--- config.mk ---
export PLATFORM = sky130hd
export DESIGN_NAME = muldiv_seq
export DESIGN_NICKNAME = d
export VERILOG_FILES = /design/src/rtl/muldiv_seq_pkg.sv /design/src/rtl/div_core.sv /design/src/rtl/muldiv_seq.sv
export SDC_FILE = /design/constraint.sdc
export NUM_CORES = 2
export LEC_CHECK = 0
export ABC_CLOCK_PERIOD_IN_PS = 39800
export CORE_MARGIN = 2
export CORE_UTILIZATION = 70
export CTS_CLUSTER_SIZE = 24
export DETAILED_ROUTE_END_ITERATION = 10
export GPL_ROUTABILITY_DRIVEN = 0
export GPL_TIMING_DRIVEN = 0
export HOLD_SLACK_MARGIN = 0.03
export PLACE_DENSITY_LB_ADDON = 0.25
export SLEW_MARGIN = 20
export SYNTH_ARGS = -nofsm -noshare
export SYNTH_HDL_FRONTEND = slang
export SYNTH_SLANG_ARGS = --single-unit
--- constraint.sdc ---
create_clock -name clk -period 39.8 [get_ports clk]
set_input_delay 7.96 -clock clk [delete_from_list [all_inputs] [get_ports clk]]
set_output_delay 7.96 -clock clk [all_outputs]
set_load 0.005 [all_outputs]
--- src/rtl/muldiv_seq_pkg.sv ---
`default_nettype none
// ============================================================================
// Module   : muldiv_seq_pkg
// Purpose  : Shared opcodes, control-level constants, sequencer state
//            encoding and opcode-class helpers for muldiv_seq and div_core.
// Ports    : none (package)
// Revision : 1.0 - initial release
// ============================================================================
package muldiv_seq_pkg;

    localparam logic [7:0] EXE_MADD_OP  = 8'b10100110;
    localparam logic [7:0] EXE_MADDU_OP = 8'b10101000;
    localparam logic [7:0] EXE_MSUB_OP  = 8'b10101010;
    localparam logic [7:0] EXE_MSUBU_OP = 8'b10101011;
    localparam logic [7:0] EXE_DIV_OP   = 8'b00011010;
    localparam logic [7:0] EXE_DIVU_OP  = 8'b00011011;

    localparam logic        RstEnable    = 1'b1;
    localparam logic        Stop         = 1'b1;
    localparam logic        NoStop       = 1'b0;
    localparam logic        WriteEnable  = 1'b1;
    localparam logic        WriteDisable = 1'b0;
    localparam logic [31:0] ZeroWord     = 32'h0000_0000;

    typedef enum logic [1:0] {
        IDLE    = 2'b00,
        MAC     = 2'b01,
        DIV_RUN = 2'b10,
        DIV_END = 2'b11
    } state_t;

    function automatic logic is_mac_op(input logic [7:0] op);
        return (op == EXE_MADD_OP) || (op == EXE_MADDU_OP) ||
               (op == EXE_MSUB_OP) || (op == EXE_MSUBU_OP);
    endfunction

    function automatic logic is_div_op(input logic [7:0] op);
        return (op == EXE_DIV_OP) || (op == EXE_DIVU_OP);
    endfunction

    function automatic logic is_signed_op(input logic [7:0] op);
        return (op == EXE_MADD_OP) || (op == EXE_MSUB_OP) || (op == EXE_DIV_OP);
    endfunction

    function automatic logic is_msub_op(input logic [7:0] op);
        return (op == EXE_MSUB_OP) || (op == EXE_MSUBU_OP);
    endfunction

endpackage : muldiv_seq_pkg
`default_nettype wire

--- src/rtl/div_core.sv ---
`default_nettype none
// ============================================================================
// Module   : div_core
// Purpose  : Iterative restoring divider on unsigned 32-bit magnitudes,
//            one quotient bit per cycle, DIV_ITER cycles after start.
// Ports    : clk, rst        - clock / synchronous active-high reset
//            start           - load operands and begin (1-cycle pulse)
//            annul           - abandon the division in flight
//            dividend/divisor- unsigned operands sampled on start
//            done            - result valid, held until next start/annul
//            quotient/remainder - unsigned result
// Revision : 1.0 - initial release
// ============================================================================
module div_core
    import muldiv_seq_pkg::*;
#(
    parameter int DIV_ITER = 32
) (
    input  logic        clk,
    input  logic        rst,
    input  logic        start,
    input  logic        annul,
    input  logic [31:0] dividend,
    input  logic [31:0] divisor,
    output logic        done,
    output logic [31:0] quotient,
    output logic [31:0] remainder
);

    localparam int CW = (DIV_ITER > 1) ? $clog2(DIV_ITER) : 1;

    logic          r_busy;
    logic          r_done;
    logic [CW-1:0] r_cnt;
    logic [31:0]   r_quo;
    logic [31:0]   r_rem;
    logic [31:0]   r_dsr;

    // Partial remainder shifted left with the next dividend bit brought in.
    // Bit 32 of the difference is the borrow: set means the trial failed.
    logic [32:0] w_shift;
    logic [32:0] w_diff;

    assign w_shift = {r_rem, r_quo[31]};
    assign w_diff  = w_shift - {1'b0, r_dsr};

    always_ff @(posedge clk) begin
        if (rst == RstEnable || annul) begin
            r_busy <= 1'b0;
            r_done <= 1'b0;
            r_cnt  <= '0;
            r_quo  <= ZeroWord;
            r_rem  <= ZeroWord;
            r_dsr  <= ZeroWord;
        end else if (start) begin
            r_busy <= 1'b1;
            r_done <= 1'b0;
            r_cnt  <= '0;
            r_quo  <= dividend;
            r_rem  <= ZeroWord;
            r_dsr  <= divisor;
        end else if (r_busy) begin
            if (w_diff[32]) begin
                r_rem <= w_shift[31:0];
                r_quo <= {r_quo[30:0], 1'b0};
            end else begin
                r_rem <= w_diff[31:0];
                r_quo <= {r_quo[30:0], 1'b1};
            end
            if (r_cnt == CW'(DIV_ITER - 1)) begin
                r_busy <= 1'b0;
                r_done <= 1'b1;
            end else begin
                r_cnt <= r_cnt + 1'b1;
            end
        end
    end

    assign done      = r_done;
    assign quotient  = r_quo;
    assign remainder = r_rem;

endmodule : div_core
`default_nettype wire

--- src/rtl/muldiv_seq.sv ---
`default_nettype none
// ============================================================================
// Module   : muldiv_seq
// Purpose  : Sequences multi-cycle HI/LO operations (MADD/MADDU/MSUB/MSUBU,
//            DIV/DIVU) beside the execute stage: stalls the pipeline until
//            the result is ready, then presents a one-cycle HI/LO write.
// Ports    : clk, rst          - clock / synchronous active-high reset
//            aluop_i           - opcode of the instruction in execute
//            reg1_i, reg2_i    - operands (multiplicand/dividend, multiplier/divisor)
//            hi_i, lo_i        - forwarded current HI/LO (accumulate source)
//            annul_i           - flush, aborts anything in flight
//            stallreq_o        - pipeline stall request
//            whilo_o           - HI/LO write enable pulse
//            hi_o, lo_o        - HI/LO write data
// Revision : 1.0 - initial release
// ============================================================================
module muldiv_seq
    import muldiv_seq_pkg::*;
#(
    parameter int DIV_ITER = 32
) (
    input  logic        clk,
    input  logic        rst,
    input  logic [7:0]  aluop_i,
    input  logic [31:0] reg1_i,
    input  logic [31:0] reg2_i,
    input  logic [31:0] hi_i,
    input  logic [31:0] lo_i,
    input  logic        annul_i,
    output logic        stallreq_o,
    output logic        whilo_o,
    output logic [31:0] hi_o,
    output logic [31:0] lo_o
);

    localparam int CW = (DIV_ITER > 1) ? $clog2(DIV_ITER) : 1;

    state_t        r_state;
    logic [63:0]   r_prod;
    logic [CW-1:0] r_cnt;
    logic          r_is_div;    // class of the latched op: 1 = divide, 0 = MAC
    logic          r_div_zero;  // divisor was zero: result forced to 0/0
    logic          r_quo_neg;
    logic          r_rem_neg;

    logic        w_is_mac;
    logic        w_is_div;
    logic        w_signed;
    logic        w_abort;
    logic        w_start;
    logic [63:0] w_a64;
    logic [63:0] w_b64;
    logic [63:0] w_prod;
    logic [63:0] w_mac_sum;
    logic [31:0] w_dvd_mag;
    logic [31:0] w_dsr_mag;
    logic        w_core_done;
    logic [31:0] w_core_quo;
    logic [31:0] w_core_rem;
    logic [31:0] w_div_lo;
    logic [31:0] w_div_hi;

    assign w_is_mac = is_mac_op(aluop_i);
    assign w_is_div = is_div_op(aluop_i);
    assign w_signed = is_signed_op(aluop_i);

    // A flush, or the opcode leaving the class of the op in flight, kills it.
    assign w_abort = annul_i ||
                     ((r_state != IDLE) && (r_is_div ? !w_is_div : !w_is_mac));

    // 64x64 multiply of the extended operands; the low 64 bits are the exact
    // signed or unsigned 32x32 product.
    assign w_a64  = w_signed ? {{32{reg1_i[31]}}, reg1_i} : {32'h0, reg1_i};
    assign w_b64  = w_signed ? {{32{reg2_i[31]}}, reg2_i} : {32'h0, reg2_i};
    assign w_prod = w_a64 * w_b64;

    assign w_mac_sum = r_prod + {hi_i, lo_i};

    assign w_dvd_mag = (w_signed && reg1_i[31]) ? (~reg1_i + 32'd1) : reg1_i;
    assign w_dsr_mag = (w_signed && reg2_i[31]) ? (~reg2_i + 32'd1) : reg2_i;

    assign w_start = (r_state == IDLE) && !annul_i && w_is_div && (reg2_i != ZeroWord);

    div_core #(
        .DIV_ITER (DIV_ITER)
    ) u_div_core (
        .clk       (clk),
        .rst       (rst),
        .start     (w_start),
        .annul     (w_abort),
        .dividend  (w_dvd_mag),
        .divisor   (w_dsr_mag),
        .done      (w_core_done),
        .quotient  (w_core_quo),
        .remainder (w_core_rem)
    );

    // Quotient sign follows the operand signs; remainder takes the dividend's.
    assign w_div_lo = r_div_zero ? ZeroWord : (r_quo_neg ? (~w_core_quo + 32'd1) : w_core_quo);
    assign w_div_hi = r_div_zero ? ZeroWord : (r_rem_neg ? (~w_core_rem + 32'd1) : w_core_rem);

    always_ff @(posedge clk) begin
        if (rst == RstEnable) begin
            r_state    <= IDLE;
            r_prod     <= 64'h0;
            r_cnt      <= '0;
            r_is_div   <= 1'b0;
            r_div_zero <= 1'b0;
            r_quo_neg  <= 1'b0;
            r_rem_neg  <= 1'b0;
        end else begin
            case (r_state)
                IDLE: begin
                    if (!annul_i && w_is_mac) begin
                        r_prod   <= is_msub_op(aluop_i) ? (~w_prod + 64'd1) : w_prod;
                        r_is_div <= 1'b0;
                        r_state  <= MAC;
                    end else if (!annul_i && w_is_div) begin
                        r_is_div   <= 1'b1;
                        r_cnt      <= '0;
                        r_div_zero <= (reg2_i == ZeroWord);
                        r_quo_neg  <= w_signed && (reg1_i[31] ^ reg2_i[31]);
                        r_rem_neg  <= w_signed && reg1_i[31];
                        r_state    <= (reg2_i == ZeroWord) ? DIV_END : DIV_RUN;
                    end
                end
                MAC: begin
                    r_state <= IDLE;
                end
                DIV_RUN: begin
                    if (w_abort) begin
                        r_state <= IDLE;
                    end else if (r_cnt == CW'(DIV_ITER - 1)) begin
                        r_state <= DIV_END;
                    end else begin
                        r_cnt <= r_cnt + 1'b1;
                    end
                end
                DIV_END: begin
                    r_state <= IDLE;
                end
                default: begin
                    r_state <= IDLE;
                end
            endcase
        end
    end

    always_comb begin
        stallreq_o = NoStop;
        whilo_o    = WriteDisable;
        hi_o       = ZeroWord;
        lo_o       = ZeroWord;
        case (r_state)
            IDLE: begin
                if (!annul_i && (w_is_mac || w_is_div)) begin
                    stallreq_o = Stop;
                end
            end
            MAC: begin
                if (!w_abort) begin
                    whilo_o = WriteEnable;
                    hi_o    = w_mac_sum[63:32];
                    lo_o    = w_mac_sum[31:0];
                end
            end
            DIV_RUN: begin
                if (!w_abort) begin
                    stallreq_o = Stop;
                end
            end
            DIV_END: begin
                if (!w_abort && (r_div_zero || w_core_done)) begin
                    whilo_o = WriteEnable;
                    hi_o    = w_div_hi;
                    lo_o    = w_div_lo;
                end
            end
            default: begin
                stallreq_o = NoStop;
            end
        endcase
    end

endmodule : muldiv_seq
`default_nettype wire

Word-level counts from Yosys, hierarchy flattened
Cells that the tools add are included.

word-level totals
  bits in registers = 178
  bits of input ports = 139
  output and inout bits = 66

operators by class
  add/sub/neg operators = 9
  $mul = 1
  eq/ne operators = 17
  mux-type cells = 41
  bitwise gates (word level) = 8
  reductions and logical operators = 42

operators with widths
  operator                 count
  $mux W32                 13
  $mux W64                 3
  $add A32 B1 Y32 const B  4
  $not A32 Y32             4
  $pmux W32 S2             2
  $add A64 B1 Y64 const B  1
  $add A64 B64 Y64         1
  $mul A64 B64 Y64         1
  $not A64 Y64             1
  $sub A33 B32 Y33         1
  $eq A8 B8 Y1 const B     4
  $logic_not A32 Y1        1
  $reduce_bool A32 Y1      1
  $mux W5                  4
  $eq A8 B5 Y1 const B     2
  $logic_and A1 B1 Y1      11
  $logic_or A1 B1 Y1       11
  $mux W1                  11
  $add A5 B1 Y5 const B    2
  $eq A5 B5 Y1 const B     2
  $pmux W5 S2              1
  $reduce_and A2 Y1        5
  $mux W2                  4
  $reduce_bool A2 Y1       4
  15 further kinds         24

Longest topological paths before layout
  word-level depth = 12
  mapped depth = 43
  depth with buffers taken out = 41

Modules after synthesis
A second synthesis with hierarchy kept.

second synthesis, totals
  cells, all modules = 7536
  area, all modules = 65002.3 µm²

modules (own cells, without submodules)
  module      times used  cells an instance  area each (µm²)  seq. area each (µm²)
  muldiv_seq  1           6769               58825.2          1501.4
  div_core    1           767                6177.2           2062.0

Least setup slack after synthesis
No wires, ideal clock.

  kind = input to output
  from = in lo_i[0]
  to = out hi_o[30]
  arrival time = 11939 ps
  required time = 31840 ps
  setup slack = 19901 ps
  stages = 15
  buffers on the path = 0
  path through = ha_1 -> fa_1 -> a21o_1 -> a21o_1 -> a2111oi_0 -> o31ai_1 -> a211oi_1 -> a221o_1 -> o221ai_1 -> a221o_1 -> a31oi_1 -> o21ai_0 -> a31oi_1 -> xor2_1 -> o22ai_1

on the way
  word-level cells in the longest chain between the ends = 3

RTL lines
  what              RTL line           text
  start, declared   muldiv_seq.sv:28   input logic [31:0] lo_i,
  $add A64 B64 Y64  muldiv_seq.sv:77   assign w_mac_sum = r_prod + {hi_i, lo_i};
  $mux W32          muldiv_seq.sv:161  if (!w_abort) begin
  $pmux W32 S2      muldiv_seq.sv:154  case (r_state)
  end, declared     muldiv_seq.sv:32   output logic [31:0] hi_o,

No other way between the ends.

Worst setup path after layout
  from = in aluop_i[4]
  to = reg r_prod[62]

on the way
  word-level cells in the longest chain between the ends = 8
  elaborated cells between the ends (all ways) = 19
  those cells by class = add/sub: 1; mul: 1; eq/ne: 5; mux: 3; bitwise: 1; reduce/logical: 8

RTL lines
  what                                    RTL line                            text
  start, declared                         muldiv_seq.sv:24                    input logic [7:0] aluop_i,
  $eq A8 B8 Y1, on equally long branches  -
  $logic_or A1 B1 Y1 (2 in a row)         muldiv_seq_pkg.sv:42                return (op == EXE_MADD_OP) || (op == EXE_MSUB_OP) || (op == EXE_DIV_OP);
  $mux W64, on equally long branches      muldiv_seq.sv:73, muldiv_seq.sv:74
  $mul A64 B64 Y64                        muldiv_seq.sv:75                    assign w_prod = w_a64 * w_b64;
  $not A64 Y64                            muldiv_seq.sv:115                   r_prod <= is_msub_op(aluop_i) ? (~w_prod + 64'd1) : w_prod;
  $add A64 B1 Y64                         muldiv_seq.sv:115
  $mux W64                                muldiv_seq.sv:115
  end signal, assigned                    muldiv_seq.sv:115
  end, declared                           muldiv_seq.sv:39                    logic [63:0] r_prod;

Parallel ways exist; a longest one is shown, timed or not.
A chain may end at the register's enable or synchronous reset.

==> impl_metrics.csv <==
group,metric,value,unit
status,outcome,"finished with violations",
status,violations,"DRC",
yosys,seq_area_frac_synth,5.56,%
yosys,synth.distinct_cells,83,
worst_setup_path,cp_common_cell,"fa_1",
timing,worst_slew_pin_slew,1.28,ns
finish,synthToLayoutAreaGrowth,5.83,%
die,die_h,307,um
clocking,clk_pin_slew,0.07,ns
worst_setup_path,r2r_cells,14,
yosys,syn_nets,9400,
clocking,ctsHoldBuffers,0,
die,core,90400,sq um
timing,timing.fmax,0.0447,GHz
timing,clock_skew,0.0174,ns
global_routing,grt_pass1_wl,334,mm
worst_setup_path,crit_type,"input pin to flip-flop",
drt,vias_per_cell,6.30,
global_routing,grt_max_degree,27,
global_routing,grt_overflow_total,0,
yosys,synth_area_leaders,"fa_1, inv_1, ha_1, nand2_1, dfxtp_1",
yosys,yosysMostFrequentCell,"inv_1",
clocking,postCtsSetupBuffers,0,
yosys,synth_area,64100,sq um
global_routing,groute.usage.overall,48.0,%
worst_setup_path,slowest_stage,"clkbuf_1",
worst_setup_path,arrival,22.73,ns
worst_setup_path,worstPathMaxFanout,12,
drt,drtIter0Drc,6972,
timing,finalHoldViolCount,0,
drt,dr.pass1.iters,11,
timing,setup_viol,0,
finish,finalNetCount,9573,
timing,post-route-period-util,56.3,%
yosys,synth_edf_count,0,
yosys,yosysTopAreaCell,"fa_1",
placement,portBuffers,149,
yosys,async_flop_share,0,%
placement,detailed_place_hpwl,189,mm
clocking,numClockSinks,178,
finish,regArea,3560,sq um
yosys,netlist.area_leader.share,44.5,%
worst_hold_path,hold_depth,2,
yosys,synth-main-ff-cell,"dfxtp_1",
clocking,numCtsBuffers,17,
job,drv_cap,0,
yosys,postSynthAreaPerCell,8.63,sq um
finish,drive_above_1_share,1.27,%
drt,ant_nets,0,
yosys,synthesis.instances,7427,
timing,rsz0062_at_grt,"no",
die,num_rows,110,
worst_setup_path,start_kind,"input pin",
worst_hold_path,hp-class,"flip-flop to flip-flop",
clocking,root_buffer,"clkbuf_16",
clocking,htree_levels,4,
clocking,cts_resized,0,
timing,setup_tns,0,ns
clocking,cts_tree,"done",
yosys,synth_seq_cells,178,
worst_hold_path,holdCritStartpoint,"u_div_core.r_dsr[23]",
drt,drc,30,
yosys,synth-warning-count,0,
yosys,yosys-top-cells-count,"inv_1, fa_1, nand2_1",
die,die-width,307,um
worst_setup_path,max_stage_delay,0.93,ns
timing,final.min_clock_period,22.39,ns
finish,nFillCells,6404,
global_routing,antenna_found_initial,26,
die,dieArea,94000,sq um
clocking,cts_buffer_depth,2,
worst_hold_path,whs_endpoint,"u_div_core.r_dsr[23]",
clocking,clkLatencyLatePin,0.46,ns
timing,max_slew_margin,14.3,%
worst_setup_path,worstSetupEndpointType,"flip-flop",
worst_setup_path,cp.required,40.14,ns
die,start_util,70.9,%
timing,slew_violations,0,
drt,avgRoutedWirePerCell,25.3,um
worst_setup_path,r2r_slack,34.81,ns
drt,drt-total-wl,223,mm
worst_setup_path,r2r_start,"u_div_core.remainder[1]",
global_routing,grt_pass1_vias,57700,
worst_setup_path,r2r_end,"u_div_core.remainder[28]",
drt,vias,55500,
die,pin_count,205,
finish,multi_input_area,52900,sq um
==> registers in the layout (all words and copies together) (netlist names) <==
register              flops
r_prod                   64
u_div_core.quotient      32
u_div_core.r_dsr         32
u_div_core.remainder     32
r_cnt                     5
u_div_core.r_cnt          5
r_state                   2
r_div_zero                1
r_is_div                  1
r_quo_neg                 1
r_rem_neg                 1
u_div_core.done           1
u_div_core.r_busy         1
==> cell families (layout without fill, tap and decap cells) <==
logic type                 Yosys count  after routing  share of synthesized area, %
DFF                                178            178                          5.56
buffers and inverters             2051           2237                          12.0
other                                0             31                             0
AOI/OAI and AO/OA                  950            950                          9.44
muxes                               65             65                          1.02
and+or+nand+nor                   1976           1976                          14.4
adders and majority gates         1838           1838                          52.6
xor gates and xnor gates           369            369                          5.04
==> area by class of cell <==
class | instances | share of cell area [%]
clock buffer | 18 | 0.647
buffer | 396 | 2.23
clock inverter | 14 | 0.238
tap | 1176 | 2.17
antenna | 31 | 0.114
multi-input combinational | 5198 | 77.9
inverter | 1655 | 9.16
timing repair buffer | 154 | 2.26
sequential | 178 | 5.25
==> how the worst max path moves through the flow <==
stage	from	to	slack (ns)	cells after the start
2_1_floorplan	lo_i[0]	hi_o[30]	19.90	15
3_3_place_gp	aluop_i[4]	r_prod[62]	15.81	39
3_5_place_dp	aluop_i[4]	r_prod[62]	17.52	42
4_1_cts	aluop_i[4]	r_prod[62]	17.96	42
5_1_grt	aluop_i[7]	r_prod[62]	16.97	45
6_report	aluop_i[4]	r_prod[62]	17.41	42
==> cell usage in the layout, fill, tap and decap left out, drive strengths merged, types with 8 or more instances in the layout <==
master	netlist	routed
inv	1654	1661
fa	1425	1425
nand2	1007	1007
ha	409	409
clkbuf	345	363
and2	343	343
a21oi	268	268
nor2	240	240
xnor2	210	210
o21ai	198	198
dfxtp	178	178
xor2	159	159
clkdlybuf4s50	0	149
a21o	94	94
a211oi	86	86
nor3	67	67
mux2i	63	63
o22ai	60	60
buf	51	56
nand3	51	51
and3	51	51
nand2b	43	43
o31ai	38	38
o21a	35	35
or3	35	35
diode	0	31
a31oi	30	30
nand4	28	28
nor4	26	26
nor2b	25	25
o21bai	23	23
o41ai	18	18
or4	18	18
or2	16	16
a2111oi	11	11
o211ai	8	8
==> worst max-delay path: cells and delay by family <==
kind	cells	cell delay (ns)
buf+inv	13	3.90
fa+ha+maj	11	6.16
compound gates	6	1.29
xor+xnor	1	0.18
simple gates	11	3.17
==> metal layers <==
layer,GRT usage (%),vias up,wire (um)
li1,-,23000,-
met1,54.3,26600,71500
met2,70.7,4531,91900
met3,20.5,1349,35100
met4,40.2,20,24100
met5,0.0517,-,196
==> through the flow <==
| step | util (%) | setup slack (ns) | hold slack [ns] | instances | cell area [sq um] |
|---|---|---|---|---|---|
| after CTS | 74.9 | 17.96 | 0.456 | 8788 | 67700 |
| after global routing | 74.9 | 16.97 | 0.470 | 8795 | 67800 |
| after global placement | 74.2 | 15.81 | 0.442 | 8752 | 67100 |
| after floorplan | - | 19.90 | 0.429 | 7427 | 64100 |
| final | 75.0 | 17.41 | 0.456 | 8820 | 67800 |
| after detailed placement | 74.2 | 17.52 | 0.447 | 8756 | 67100 |
Power is not shown: default switching activity piles up to over one toggle a cycle in this logic, so the estimate is an artifact.
